**src/rtl/ascon_pack.sv**
```systemverilog
// Shared types and round constants for the Ascon
// encryption controller.
package ascon_pack;

  typedef enum logic [2:0] {
    ST_IDLE,
    ST_INIT,
    ST_AD,
    ST_PT,
    ST_FINAL,
    ST_DONE
  } state_t;

  localparam logic [3:0] PA_FIRST_ROUND = 4'd0;
  localparam logic [3:0] PB_FIRST_ROUND = 4'd6;
  localparam logic [3:0] LAST_ROUND     = 4'd11;

  // An empty plaintext still carries one padding block.
  function automatic logic [3:0] norm_pt(
    input logic [3:0] n
  );
    return (n == 4'd0) ? 4'd1 : n;
  endfunction

endpackage

```
**src/rtl/round_counter.sv**
```systemverilog
// Loadable 4-bit permutation round counter; load
// wins over enable.
module round_counter (
  input  logic       clk,
  input  logic       rst,
  input  logic       load,
  input  logic       en,
  input  logic [3:0] value,
  output logic [3:0] count
);

  always_ff @(posedge clk) begin
    if (rst) begin
      count <= 4'd0;
    end else if (load) begin
      count <= value;
    end else if (en) begin
      count <= count + 4'd1;
    end
  end

endmodule

```
**src/rtl/ascon_ctrl.sv**
```systemverilog
// Ascon-128 encryption control FSM: sequences the
// init, AD, PT and finalization permutations.
module ascon_ctrl
  import ascon_pack::*;
(
  input  logic       clock_i,
  input  logic       reset_i,
  input  logic       start_i,
  input  logic [3:0] ad_blocks_i,
  input  logic [3:0] pt_blocks_i,
  input  logic       data_valid_i,
  output logic       data_ready_o,
  output logic       select_o,
  output logic       enable_o,
  output logic       xor_data_begin_o,
  output logic       xor_key_begin_o,
  output logic       xor_key_end_o,
  output logic       xor_ext_end_o,
  output logic       enable_cipher_o,
  output logic       enable_tag_o,
  output logic [3:0] round_o,
  output logic       busy_o,
  output logic       cipher_valid_o,
  output logic       done_o
);

  state_t     state;
  state_t     state_next;
  logic [3:0] ad_cnt;
  logic [3:0] pt_cnt;
  logic       rc_load;
  logic       rc_inc;
  logic [3:0] rc_value;
  logic       cnt_load;
  logic       ad_dec;
  logic       pt_dec;
  logic       pt_last;
  logic [3:0] pt_entry;
  logic [3:0] pt_next_entry;
  logic       at_last;
  logic       cv_q;
  logic       done_q;

  round_counter u_round (
    .clk   (clock_i),
    .rst   (reset_i),
    .load  (rc_load),
    .en    (rc_inc),
    .value (rc_value),
    .count (round_o)
  );

  assign pt_last = (pt_cnt <= 4'd1);
  assign at_last = (round_o == LAST_ROUND);

  // The final PT block is absorbed at round 0 so that
  // it flows straight into the 12-round finalization.
  assign pt_entry =
    pt_last ? PA_FIRST_ROUND : PB_FIRST_ROUND;
  assign pt_next_entry =
    (pt_cnt <= 4'd2) ? PA_FIRST_ROUND
                     : PB_FIRST_ROUND;

  always_comb begin
    state_next       = state;
    rc_load          = 1'b0;
    rc_inc           = 1'b0;
    rc_value         = PA_FIRST_ROUND;
    cnt_load         = 1'b0;
    ad_dec           = 1'b0;
    pt_dec           = 1'b0;
    data_ready_o     = 1'b0;
    select_o         = 1'b0;
    enable_o         = 1'b0;
    xor_data_begin_o = 1'b0;
    xor_key_begin_o  = 1'b0;
    xor_key_end_o    = 1'b0;
    xor_ext_end_o    = 1'b0;
    enable_cipher_o  = 1'b0;
    enable_tag_o     = 1'b0;
    unique case (state)
      ST_IDLE: begin
        if (start_i) begin
          state_next = ST_INIT;
          rc_load    = 1'b1;
          rc_value   = PA_FIRST_ROUND;
          cnt_load   = 1'b1;
        end
      end
      ST_INIT: begin
        enable_o = 1'b1;
        select_o = (round_o == PA_FIRST_ROUND);
        if (at_last) begin
          xor_key_end_o = 1'b1;
          rc_load       = 1'b1;
          if (ad_cnt == 4'd0) begin
            xor_ext_end_o = 1'b1;
            state_next    = ST_PT;
            rc_value      = pt_entry;
          end else begin
            state_next = ST_AD;
            rc_value   = PB_FIRST_ROUND;
          end
        end else begin
          rc_inc = 1'b1;
        end
      end
      ST_AD: begin
        if (round_o == PB_FIRST_ROUND) begin
          data_ready_o     = 1'b1;
          enable_o         = data_valid_i;
          xor_data_begin_o = data_valid_i;
          rc_inc           = data_valid_i;
        end else if (at_last) begin
          enable_o = 1'b1;
          rc_load  = 1'b1;
          if (ad_cnt <= 4'd1) begin
            xor_ext_end_o = 1'b1;
            state_next    = ST_PT;
            rc_value      = pt_entry;
          end else begin
            ad_dec   = 1'b1;
            rc_value = PB_FIRST_ROUND;
          end
        end else begin
          enable_o = 1'b1;
          rc_inc   = 1'b1;
        end
      end
      ST_PT: begin
        if (pt_last) begin
          data_ready_o     = 1'b1;
          enable_o         = data_valid_i;
          xor_data_begin_o = data_valid_i;
          xor_key_begin_o  = data_valid_i;
          enable_cipher_o  = data_valid_i;
          rc_inc           = data_valid_i;
          if (data_valid_i) begin
            state_next = ST_FINAL;
          end
        end else if (round_o == PB_FIRST_ROUND) begin
          data_ready_o     = 1'b1;
          enable_o         = data_valid_i;
          xor_data_begin_o = data_valid_i;
          enable_cipher_o  = data_valid_i;
          rc_inc           = data_valid_i;
        end else if (at_last) begin
          enable_o = 1'b1;
          pt_dec   = 1'b1;
          rc_load  = 1'b1;
          rc_value = pt_next_entry;
        end else begin
          enable_o = 1'b1;
          rc_inc   = 1'b1;
        end
      end
      ST_FINAL: begin
        enable_o = 1'b1;
        if (at_last) begin
          xor_key_end_o = 1'b1;
          enable_tag_o  = 1'b1;
          state_next    = ST_DONE;
          rc_load       = 1'b1;
          rc_value      = PA_FIRST_ROUND;
        end else begin
          rc_inc = 1'b1;
        end
      end
      ST_DONE: begin
        state_next = ST_IDLE;
      end
      default: begin
        state_next = ST_IDLE;
      end
    endcase
  end

  always_ff @(posedge clock_i) begin
    if (reset_i) begin
      state  <= ST_IDLE;
      ad_cnt <= 4'd0;
      pt_cnt <= 4'd0;
      cv_q   <= 1'b0;
      done_q <= 1'b0;
    end else begin
      state  <= state_next;
      cv_q   <= enable_cipher_o;
      done_q <= enable_tag_o;
      if (cnt_load) begin
        ad_cnt <= ad_blocks_i;
        pt_cnt <= norm_pt(pt_blocks_i);
      end else begin
        if (ad_dec && ad_cnt != 4'd0) begin
          ad_cnt <= ad_cnt - 4'd1;
        end
        if (pt_dec && pt_cnt > 4'd1) begin
          pt_cnt <= pt_cnt - 4'd1;
        end
      end
    end
  end

  assign busy_o         = (state != ST_IDLE);
  assign cipher_valid_o = cv_q;
  assign done_o         = done_q;

endmodule

```
**config.mk**
```make
export PLATFORM = sky130hd
export DESIGN_NAME = ascon_ctrl
export DESIGN_NICKNAME = d
export VERILOG_FILES = /design/src/rtl/ascon_pack.sv /design/src/rtl/round_counter.sv /design/src/rtl/ascon_ctrl.sv
export SDC_FILE = /design/constraint.sdc
export NUM_CORES = 1
export LEC_CHECK = 0
export CAP_MARGIN = 25
export CORE_MARGIN = 8
export CORE_UTILIZATION = 55
export CTS_CLUSTER_DIAMETER = 60
export DETAILED_ROUTE_END_ITERATION = 16
export PLACE_DENSITY = 0.85
export SYNTH_ARGS = -nofsm -noshare
export SYNTH_HDL_FRONTEND = slang
export SYNTH_HIERARCHICAL = 1
export SYNTH_SLANG_ARGS = --single-unit
```
**constraint.sdc**
```tcl
create_clock -name clock_i -period 6.1 [get_ports clock_i]
set_input_delay 0.915 -clock clock_i [delete_from_list [all_inputs] [get_ports clock_i]]
set_output_delay 0.915 -clock clock_i [all_outputs]
set_load 0.005 [all_outputs]
```
After elaboration in Yosys (flattened, before gate mapping)
Index checks and enable logic that the tools add are counted.

word-level totals
  flip-flop bits (word level) = 17
  bits of input ports = 12
  output and inout port bits = 16
  logic and storage cells = 104

cells by class
  add/subtract/negate cells = 3
  $lt $le $gt $ge = 4
  eq/ne operators = 14
  multiplexer cells = 64
  reductions and logical operators = 13

operators by type and width
  cell                 number
  $mux 3               18
  $mux 1               31
  $mux 4               7
  $ne 2x2->1 const B   8
  $pmux 3 s5           1
  $logic_not 4->1      3
  $pmux 3 s3           1
  $le 4x1->1 const B   2
  $reduce_and 8->1     1
  $sub 4x1->4 const B  2
  $eq 3x2->1 const B   2
  $pmux 1 s2           3
  $pmux 1 s3           2
  $reduce_bool 2->1    3
  $add 4x1->4 const B  1
  $eq 4x3->1 const B   1
  $eq 4x4->1 const B   1
  $gt 4x1->1 const B   1
  $le 4x2->1 const B   1
  $pmux 1 s4           1
  $reduce_bool 4->1    1
  $eq 3x1->1 const B   1
  $eq 3x3->1 const B   1
  $logic_not 3->1      1
  other kinds (3)      4

Logic depth before layout (Yosys ltp)
Gate-level depths: netlist of the first run.

  depth in word-level cells = 8
  gate-level depth with buffers = 11
  mapped depth without buffers = 10

Modules after synthesis
The synthesis of the first run kept the hierarchy.

by module, submodules not included
  module         instances  cells an instance  area each (sq um)  seq. area each (sq um)
  ascon_ctrl     1          141                1139.8             260.2
  round_counter  1          22                 205.2              80.1

Worst setup path after synthesis of the first run
No wires, ideal clock.

  path kind = flip-flop to output port
  start point = register pt_cnt[0]
  end point = output port enable_o
  data arrival time = 1.620 ns
  data required time = 5.185 ns
  slack = 3.565 ns
  cell stages (with the launch flop) = 9
  buffers on the path = 1
  cells stage by stage = dfxtp_1 -> inv_1 -> ha_1 -> or2_4 -> and2_1 -> buf_2 -> a21oi_1 -> nand2b_1 -> o211a_1

on the way
  word-level cells in the longest chain between the ends = 3

ends and longest elaborated chain
  element                 RTL line           RTL
  from (decl)             ascon_ctrl.sv:30   logic [3:0] pt_cnt;
  from (signal assigned)  ascon_ctrl.sv:191  pt_cnt <= norm_pt(pt_blocks_i);
  from (signal assigned)  ascon_ctrl.sv:197  pt_cnt <= pt_cnt - 4'd1;
  $le 4x1->1              ascon_ctrl.sv:53   assign pt_last = (pt_cnt <= 4'd1);
  $mux 1                  ascon_ctrl.sv:131  if (pt_last) begin
  $pmux 1 s3              ascon_ctrl.sv:81   unique case (state)
  to (decl)               ascon_ctrl.sv:14   output logic enable_o,

Every way passes these cells.

Final worst setup path of the first run
Ends and elaborated chain as after synthesis.

==> metrics.cfg, run 1 <==
[cts]
cts_hold_buf=0
cts_tree=yes
ctsLongestPathBuffers=2
cts_setup_buffers=0
clock-root-buffer=clkbuf_4
post_cts_resize_count=0
h-tree-depth=1
clock_latency_ps=300
cts_num_sinks=17
cts.reportedPaths.clkPinSlew_ps=110
cts_inserted_buffers=3

[logic_synthesis]
syn_area_um2=1345
yosysSeqAreaShare=0.2530
synth_commonest_cells=18 x nor2_1, 17 x dfxtp_1, 9 x inv_1, 9 x nor3_1
synth_flop_cell=dfxtp_1
netlist_instances=163
synth_most_common_cell=nor2_1
yosysUniqueCellTypes=54
synth_seq_cells=17
yosys_warnings=6
synth_edf_count=0
synthTopCellsByArea=dfxtp_1 25%, ha_1 6.5%, nor2_1 5.0%
yosys.area.top_type=dfxtp_1
yosys.area.top_type_share=0.2530
syn_area_per_cell_um2=8.252
synthArstFlopShare=0

[global_route]
grt_pass1_wl_um=5623
grt_pass1_vias=1234
grt_max_degree=23
top_usage_layer=met2
antenna_found_initial=0
overflow=0
met3_usage=0.03912
met1_usage=0.1853
grtUsageTotal=0.1586
grt.met2_usage=0.2718

[pwr]
design_power_total_uw=295.3
p_leak_nw=0.6568
cell_internal_pwr_uw=191.9
peakVddDrop_mv=0.1327
p_sw_frac=0.3502
clockPowerShare=0.217
combPwrFrac=0.322
power_density_nw_per_um2=181.1
p_sw_uw=103.4
pwr-share-seq=0.461

[placement]
place_congestion=0.8603
dpl.hpwl_um=2442
io_buffers=27

[timing]
final.setup_skew_ps=0.6581
rsz0062_at_grt=false
fmax_ghz=0.2842
post-route-period-util=0.5769
post-route-min-period_ps=3519
holdWs_ps=554.2
tightestPinTransition_ps=771.1
slew_violations=0
fin_setup_tns_ps=0
setup_viol=0
final_hold_viol_count=0
slew_headroom=0.4853

[floorplanning]
placement_rows=18
core_area_um2=2387
die-area_um2=4284
die_y_um=65.45
ios=28
die_w_um=65.45
start_util=0.5634

[critical_path]
worstSetupStartpointType=register
path_delay_family=simple AND/OR/NAND/NOR gates
critPathKind=reg -> out
arrival_ps=2600
crit_path_end_kind=output port
critPathRequiredTime_ps=5180
crit_buf_inv=2
slowest_stage=clkdlybuf4s50_1
crit_path_max_incr_delay_ps=500
cp_max_fo=7
path_cells=inv_1 -> ha_1 -> or2_4 -> and2_1 -> a21oi_1 -> nand2b_1 -> o211a_1 -> clkdlybuf4s50_1

[final_layout]
n_antenna_cell=0
drive_gt1_frac=0.07568
syn2layout_area_growth_pct=21.21
fin_nets=205

[route]
drc=0
wl_per_cell_um=15.43
viasPerCell=5.926
drt.antenna.violating_nets=0
first_pass_iters=4
routed_wl_um=3317
drtIter0Drc=65
num_vias=1274

[run_status]
outcome=finished clean

[hold_path]
hp-class=reg -> reg

[flow_run]
drv_cap=0

## cell type report
class,count,area [um^2]
Multi-Input combinational cell,128,920.9
Fill cell,207,757.0
Sequential cell,17,340.3
Timing Repair Buffer,27,270.3
Tap cell,30,37.54
Inverter,9,33.78
Clock buffer,3,22.52
Clock inverter,1,5.005
## worst reg2reg max path, stage by stage, from the launching register on
cell	delay [ps]
dfxtp_1	450
inv_1	100
ha_1	230
or2_4	260
a21o_1	220
nand2_1	80
a32oi_1	100
o21ai_0	520
mux2_1	380
mux2i_1	130
nor2_1	50
## stage by stage
stage	setup slack, ps	std cells	util	cell area [um^2]
2_1_floorplan	3565	164	-	1349
3_3_place_gp	2959	211	0.6714	1603
3_5_place_dp	2929	211	0.6714	1603
4_1_cts	2589	215	0.6829	1630
5_1_grt	2458	215	0.6829	1630
6_report	2581	215	0.6829	1630
## cell usage in the layout (no fill, tap or decap), types with 2 or more instances in the layout
master / n
dfxtp_1: 17
nand2b_1: 2
clkdlybuf4s50_1: 27
a21o_1: 2
clkbuf_4: 3
nand3b_1: 2
nand4_1: 2
nand3_1: 3
conb_1: 2
mux2i_1: 5
a21oi_1: 8
and2_1: 2
nor4_1: 2
inv_1: 9
ha_1: 7
a222oi_1: 2
o21ai_0: 7
nor2b_1: 3
a2111oi_2: 2
a211oi_1: 3
o211ai_1: 4
nor3_1: 9
o21a_1: 2
xnor2_1: 4
nor2_1: 18
a31oi_1: 2
nand2_1: 8
and3_1: 3
## path summary, 6_finish.rpt
check / slack, ps / endpoint / from / cells after the start
worst max register to register: 3470 / u_round/count[1] / pt_cnt[0] / 10
worst max-delay path: 2580 / enable_o / pt_cnt[0] / 8
worst min register to register: 550 / pt_cnt[3] / pt_cnt[3] / 2
worst min-delay path: 550 / pt_cnt[3] / pt_cnt[3] / 2
## state kept, by name, summed over array words and instances, names as in the netlist
name and count:
cipher_valid_o 1, ad_cnt 4, u_round/count 4, pt_cnt 4
done_o 1, state 3
## metal layers
metal  vias up  share of wire
met3         3          0.062
met1       598           0.44
met5         -              0
met2        36           0.49
met4         0          0.011
li1        637              -
## cell families (layout without fill, tap and decap cells)
logic type	Yosys count	count (layout)	share of synthesized area
XOR/XNOR	5	5	0.03256
other	1	2	0.002788
AO/OA/AOI/OAI	42	42	0.2326
AND/OR/NAND/NOR	66	66	0.3032
buffers and inverters	19	40	0.06511
multiplexers	6	6	0.04558
flip-flops	17	17	0.2530
adder cells (fa/ha/maj)	7	7	0.06511
## power groups by stage
stage | Combinational [mW] | Sequential (mW) | Clock (mW)
after floorplan | 0.0686 | 0.132 | 0
after global placement | 0.0899 | 0.137 | 0
after detailed placement | 0.0941 | 0.138 | 0
after CTS | 0.0946 | 0.136 | 0.0662
after global routing | 0.105 | 0.138 | 0.0712
final | 0.0951 | 0.136 | 0.0641
Note: power is estimated with default switching activity, not from simulation.
==> run 2, diff against run 1 <==
CORE_UTILIZATION = 51   (was 55)
PLACE_DENSITY = 0.8   (was 0.85)
clock period = 3.26 ns   (was 6.1 ns; I/O delays follow)
==> metrics.cfg, run 2 (synthesis gave the netlist of run 1 again) <==
[critical_path]
crit_path_end_kind=output port
cp_max_fo=7
crit_path_max_incr_delay_ps=500
critPathKind=reg -> out
cp-startpoint=pt_cnt[0]
reg2reg_depth=10
r2r_end=u_round/count[1]
slowest_stage=clkdlybuf4s50_1
r2r_slack_ps=640
path_cells=inv_1 -> ha_1 -> or2_4 -> and2_1 -> a21oi_1 -> nand2b_1 -> o211a_1 -> clkdlybuf4s50_1
r2r_start=pt_cnt[0]
critPathRequiredTime_ps=2770
worstSetupStartpointType=register
arrival_ps=2580
path_delay_family=simple AND/OR/NAND/NOR gates
crit_buf_inv=2

[pwr]
peakVddDrop_mv=0.2384
p_leak_nw=0.6592
design_power_total_uw=552.6
power_density_nw_per_um2=337.6

[route]
first_pass_iters=4
drtIter0Drc=66
wl_per_cell_um=14.94
num_vias=1286
drc=0
drt.antenna.violating_nets=0
routed_wl_um=3228
viasPerCell=5.954

[run_status]
outcome=finished clean

[cts]
clock_latency_ps=300
cts_inserted_buffers=3
cts_hold_buf=0
ctsLongestPathBuffers=2
cts_tree=yes
post_cts_resize_count=0
cts.reportedPaths.clkPinSlew_ps=100
cts_num_sinks=17
cts_setup_buffers=0
clock-root-buffer=clkbuf_4
h-tree-depth=1

[floorplanning]
core_area_um2=2500
die_y_um=67.36
die-area_um2=4537
ios=28
start_util=0.5380
die_w_um=67.36
placement_rows=18

[hold_path]
hp-start=pt_cnt[3]
whs_endpoint=pt_cnt[3]
hold_depth=2
hp-class=reg -> reg

[timing]
final_hold_viol_count=0
fin_setup_tns_ps=0
slew_violations=0
post-route-period-util=0.9424
slew_headroom=0.5134
tightestPinTransition_ps=728.9
post-route-min-period_ps=3072
fmax_ghz=0.3255
final.setup_skew_ps=2.823
fin_ws_ps=187.7
setup_viol=0
rsz0062_at_grt=false

[final_layout]
layout_commonest_cell=clkdlybuf4s50_1
post-route-util=0.6547
final_cell_mix=27 x clkdlybuf4s50_1, 18 x nor2_1, 17 x dfxtp_1
drive_gt1_frac=0.07527
syn2layout_area_growth_pct=21.67
n_antenna_cell=0
reg_top3=ad_cnt: 4 flops, pt_cnt: 4 flops, u_round/count: 4 flops
fin_nets=206

[global_route]
grt_max_degree=23
grtUsageTotal=0.1548
overflow=0
grt_pass1_wl_um=5589
antenna_found_initial=0
grt_pass1_vias=1247

[placement]
place_congestion=0.8820
io_buffers=27
dpl.hpwl_um=2425
place_ws_ps=531.8

[flow_run]
drv_cap=0

run 2: changes by cell type in the layout (fill, tap and decap cells not counted), sizes merged:
cell / previous run / this run
buf: 0 / 1
clkbuf: 3 / 4
clkinv: 1 / 0
run 2: final cells by class:
cell class	count	area (um^2)
Tap cell	30	37.54
Multi-Input combinational cell	128	920.9
Sequential cell	17	340.3
Inverter	9	33.78
Timing Repair Buffer	28	277.8
Fill cell	225	863.3
Clock buffer	4	26.28
run 2: per-layer routing:
layer / global-route usage / vias up / wire length (um)
met3: 0.02318 / 9 / 166
li1: - / 639 / -
met1: 0.1920 / 602 / 1436
met5: 0 / - / 0
met2: 0.2497 / 36 / 1543
met4: 0.08877 / 0 / 81
run 2: stage by stage:
step	instances	hold WS, ps	cell area (um^2)
after floorplan	164	492.4	1349
after global placement	212	534.5	1610
after detailed placement	212	558.7	1610
after CTS	216	583.5	1637
after global routing	216	632.8	1637
final	216	588.3	1637
run 2: how the worst max path moves through the flow:
stage | slack (ps) | cells after the start | endpoint
3_3_place_gp | 660 | 8 | enable_o
3_5_place_dp | 530 | 8 | enable_o
5_1_grt | 40 | 8 | enable_o
6_report | 190 | 8 | enable_o
4_1_cts | 180 | 8 | enable_o
2_1_floorplan | 1020 | 10 | u_round/count[1]
run 2: worst min-delay path, cell delays in order, from the launching register on:
cell and delay [ps]:
dfxtp_1 390, a222oi_1 90, nor2_1 80
run 2: report_power, final:
group	switching, mW	total, mW	internal, mW
clock	0.0715	0.119	0.0477
combinational	0.0975	0.189	0.0915
sequential	0.0210	0.244	0.223
